===== src/rtl/evt_dispatch_arb_pkg.sv =====
// Shared event-unit definitions for the dispatch arbiter.
package evt_dispatch_arb_pkg;

    typedef enum logic {
        IDLE  = 1'b0,
        OFFER = 1'b1
    } evt_disp_state_e;

endpackage


===== src/rtl/evt_dispatch_arb_ff1.sv =====
// Find-first-one: index of the lowest set bit of vec, plus an any-set flag.
module ff1_loop #(
    parameter int W  = 8,
    parameter int IW = $clog2(W)
) (
    input  logic [W-1:0]  vec,
    output logic [IW-1:0] idx,
    output logic          found
);

    // Scan high to low so the lowest set bit is the last one written.
    always_comb begin
        idx   = '0;
        found = |vec;
        for (int i = W - 1; i >= 0; i--) begin
            if (vec[i]) idx = IW'(i);
        end
    end

endmodule


===== src/rtl/evt_dispatch_arb.sv =====
// Pending-event register with lowest-index dispatch offer, flush and
// saturating overflow counter.
module evt_dispatch_arb
    import evt_dispatch_arb_pkg::*;
#(
    parameter int NB_EVT = 8,
    parameter int CNT_W  = 8
) (
    input  logic                      clk_i,
    input  logic                      rst_i,
    input  logic [NB_EVT-1:0]         evt_set_i,
    input  logic [NB_EVT-1:0]         evt_mask_i,
    input  logic                      flush_i,
    output logic                      valid_o,
    output logic [$clog2(NB_EVT)-1:0] id_o,
    input  logic                      ack_i,
    output logic [NB_EVT-1:0]         pending_o,
    output logic                      ovf_o,
    output logic [CNT_W-1:0]          ovf_cnt_o,
    input  logic                      ovf_clr_i
);

    localparam int IDX_W = $clog2(NB_EVT);

    evt_disp_state_e   state_q;
    logic [NB_EVT-1:0] pending_q;
    logic [IDX_W-1:0]  id_q;
    logic [CNT_W-1:0]  ovf_cnt_q;

    logic              xfer;
    logic [NB_EVT-1:0] ack_vec;
    logic [IDX_W-1:0]  sel_idx;
    logic              sel_found;

    ff1_loop #(.W(NB_EVT), .IW(IDX_W)) u_ff1 (
        .vec   (pending_q & evt_mask_i),
        .idx   (sel_idx),
        .found (sel_found)
    );

    assign xfer    = (state_q == OFFER) && ack_i;
    assign ack_vec = xfer ? (NB_EVT'(1) << id_q) : '0;

    // A set landing on the line being acked is a re-arm, not a collision.
    assign ovf_o = |(evt_set_i & pending_q & ~ack_vec);

    always_ff @(posedge clk_i or posedge rst_i) begin
        if (rst_i)        pending_q <= '0;
        else if (flush_i) pending_q <= '0;
        else              pending_q <= (pending_q & ~ack_vec) | evt_set_i;
    end

    always_ff @(posedge clk_i or posedge rst_i) begin
        if (rst_i) begin
            state_q <= IDLE;
            id_q    <= '0;
        end else begin
            case (state_q)
                IDLE: begin
                    if (!flush_i && sel_found) begin
                        state_q <= OFFER;
                        id_q    <= sel_idx;
                    end
                end
                OFFER: begin
                    if (flush_i || xfer) state_q <= IDLE;
                end
                default: state_q <= IDLE;
            endcase
        end
    end

    always_ff @(posedge clk_i or posedge rst_i) begin
        if (rst_i)                           ovf_cnt_q <= '0;
        else if (ovf_clr_i)                  ovf_cnt_q <= '0;
        else if (ovf_o && ovf_cnt_q != '1)   ovf_cnt_q <= ovf_cnt_q + 1'b1;
    end

    assign valid_o   = (state_q == OFFER);
    assign id_o      = id_q;
    assign pending_o = pending_q;
    assign ovf_cnt_o = ovf_cnt_q;

endmodule


===== config.mk =====
export PLATFORM = sky130hd
export DESIGN_NAME = evt_dispatch_arb
export DESIGN_NICKNAME = d
export VERILOG_FILES = /design/src/rtl/evt_dispatch_arb_pkg.sv /design/src/rtl/evt_dispatch_arb_ff1.sv /design/src/rtl/evt_dispatch_arb.sv
export SDC_FILE = /design/constraint.sdc
export NUM_CORES = 1
export LEC_CHECK = 0
export CAP_MARGIN = 20
export CORE_UTILIZATION = 40
export CTS_CLUSTER_DIAMETER = 80
export DETAILED_ROUTE_END_ITERATION = 6
export PLACE_DENSITY = 0.77
export SLEW_MARGIN = 5
export SYNTH_ARGS = -nofsm -noshare
export SYNTH_HDL_FRONTEND = slang
export SYNTH_HIERARCHICAL = 1
export SYNTH_SLANG_ARGS = --single-unit

===== constraint.sdc =====
create_clock -name clk_i -period 1.81 [get_ports clk_i]
set_clock_uncertainty 0.05 [all_clocks]
set_input_delay 0.362 -clock clk_i [delete_from_list [all_inputs] [get_ports clk_i]]
set_output_delay 0.362 -clock clk_i [all_outputs]
set_load 0.05 [all_outputs]

==> metrics, run 1 <==
status finished, violations left; failing checks DRC, setup timing; # fillers roughly 210; # IOs 42; Clk pwr share 0.160; Overall Global Routing Usage 0.2274; vias in the first global route 1362; ys async rst share 1.000; CTS Hold Bufs 0; Synth cell types 35; wire length per cell 14.80 microns; synthesized area 1226 sq um; most used cell, CP buf_4; Starting Density 0.4334; WP data required just under 2 ns; Seq/Total Area, Yosys 0.4082; P_leak 0.0009651 uW; post-synth net total roughly 160; clk_lat worst skew 0.30 ns; CTS tree done; Die Area 3291 sq um; measured slew at the worst slew-check pin 0.3200 ns; Synth area leader dfrtp_1; Area Growth Syn to Fin 68.57%; Tcrit/Tclk final 1.214; endpoints failing hold 0; Placed Area 1844 sq um; via count approximately 1300; Root Buffer clkbuf_4; Congestion Overflow GR 0; maxcap violations 0; YS warnings 6; Crit Path Max Fanout 5; FP Rows 19; WP data arrival approximately 2.4 ns; kind of critical path reg -> reg; Port Buffers 41; routed wire length 3.670 mm; Slowest-stage cell, CP dfrtp_2; Core Region 2829 sq um; Final Net Count 240; relative slew slack 0.7859; worst vdd ir approximately 430 uV; total chip power 1612 uW; count of final setup violators 9; fmax 0.4550 GHz; ANT cells 0; DR DRC count 8; hpwl dp 2.571 mm; Finished Cell Area 2067 sq um; P per Cell Area 779.9 nW/um^2; Primary FF master, synth dfrtp_1; Hold/Removal Path Class in -> async; Comb pwr share 0.495; switching share of power 0.3931; Max H-tree Level 1; total CTS buffers 3; Final Instance Count excl. Fillers between 200 and 250; first-pass GRT wire length 5.885 mm; dpl cells 234; initial antenna violation count 0; share of cells above drive strength 1 0.4470; final hold slack 0.3250 ns; placer congestion estimate 0.8589; initial drt markers 58; NetSw 633.6 uW; Critical Path Max Stage Delay 0.44 ns; RSZ-0062 raised after global routing true; Avg Cell Area, Syn 8.821 sq um; Synth top area share 0.4082; EDFF count, synth 0; startpoint types register; top post-synthesis cells by area dfrtp_1, a21oi_1, nor2_1, mux2_1, nand2_1; Seq pwr share 0.345; internal power 978.4 uW; clk slew on worst S/H paths 0.12 ns; #FFs+latches synth 20; clock sink total 20; Final Slew Violations 0; reg2reg path depth 9; die height approximately 57 microns; minimum clock period 2.198 ns; Final WS setup -0.3880 ns; Via density 5.383; Post-DRT Antenna Nets 0; Setup crit end kind register; largest net degree at the start of global routing 21; drt first pass iters 6; die span in x 57.37 microns; critical-path cell list and3b_2 > buf_4 > a31oi_4 > nor4_4 > buf_4 > buf_6 > a21oi_4 > and3_1 > mux2_4; clk buf depth 2; Cells after Synth 139; commonest cells in the netlist dfrtp_1, nor2_1, a21oi_1
[flip-flops by register name, summed over array words and instances (netlist names)]
signal and count:
id_o 3, ovf_cnt_o 8, valid_o 1, pending_o 8
[power groups by stage]
stage | logic [uW] | clock network (uW) | registers (uW)
final | 799 | 258 | 556
after global routing | 843 | 286 | 563
after CTS | 740 | 268 | 552
after detailed placement | 686 | 0 | 558
after global placement | 672 | 0 | 556
after floorplan | 212 | 0 | 731
[layout make-up]
type | instances | area, sq um | share of cell area
Multi-Input combinational cell | 111 | 817.0 | 0.3953
Timing Repair Buffer | 78 | 653.1 | 0.3160
Sequential cell | 20 | 506.7 | 0.2452
Tap cell | 31 | 38.79 | 0.01877
Clock buffer | 4 | 36.28 | 0.01755
Inverter | 4 | 15.01 | 0.007264
[cell usage in the layout (no fill, tap or decap), types with 3 or more instances in the layout]
cell type,instances
inv_1,4
a21oi_4,3
nand3_1,5
dfrtp_2,5
and2_1,7
clkdlybuf4s50_1,19
nand2_1,15
nor2_1,19
clkbuf_4,3
buf_4,54
dfrtp_1,15
nand4_1,3
a21oi_1,11
buf_6,3
a21oi_2,6
nor2b_1,4
mux2_4,4
[through the flow]
step / setup TNS (ns) / util / worst slack (ns)
final: -2.453 / 0.7307 / -0.3880
after global routing: -3.126 / 0.7307 / -0.4692
after CTS: -1.753 / 0.7015 / -0.3656
after detailed placement: -5.839 / 0.6519 / -0.6879
after global placement: -5.437 / 0.6519 / -0.6433
after floorplan: -1.704 / - / -0.3826
[worst max-delay path, delay by kind of cell (launching register included)]
family / cells / cell delay [ns]
flip-flops: 1 / 0.44
multiplexers: 1 / 0.30
AO/OA/AOI/OAI: 2 / 0.40
buffers and inverters: 3 / 0.41
AND/OR/NAND/NOR: 3 / 0.50
[cells by family after synthesis]
logic type | Yosys count | synth area share
simple gates | 73 | 0.3235
compound gates | 28 | 0.1378
flops | 20 | 0.4082
buf+inv | 8 | 0.03775
mux | 8 | 0.07550
xor+xnor | 1 | 0.007144
fa+ha+maj | 1 | 0.01020
[worst paths after layout]
check	from	end	slack (ns)
hold reg to reg	pending_o[3]	pending_o[3]	0.52
min in group clk_i	ack_i	valid_o	0.46
max in group asynchronous	rst_i	id_o[0]	1.15
hold / removal	rst_i	id_o[2]	0.32
setup / recovery	valid_o	ovf_cnt_o[5]	-0.39
setup reg to reg	valid_o	ovf_cnt_o[5]	-0.39
[repair_timing]
action / in CTS / in global routing
setup buffers: 7 / 3
endpoints found under the setup margin: 9 / 11
resized for setup: 15 / 13
gates cloned: 0 / 0
pin swaps: 5 / 4
[layer usage]
| layer | up-vias | share of wire | wire [microns] | track usage |
|---|---|---|---|---|
| li1 | 642 | - | - | - |
| met1 | 642 | 0.40 | 1462 | 0.2759 |
| met2 | 43 | 0.53 | 1947 | 0.4020 |
| met3 | 8 | 0.054 | 197 | 0.02948 |
| met4 | 0 | 0.017 | 61 | 0.09756 |
| met5 | - | 0 | 0 | 0 |
Note: power is estimated with default switching activity, not from simulation.
==> run 2: changes to the inputs <==
SKIP_LAST_GASP = 1   (was unset)
==> results of run 2 <==
Final layout, timing and power as in run 1 (identical DEF).
Main changes from that run: number of gates resized after CTS 15 -> 14; wire length of the first global-routing pass 5885 microns -> 5871 microns; via count of the first global-routing pass 1362 -> 1359; overall routing resource usage 0.2274 -> 0.2269; met1 usage 0.2759 -> 0.2744
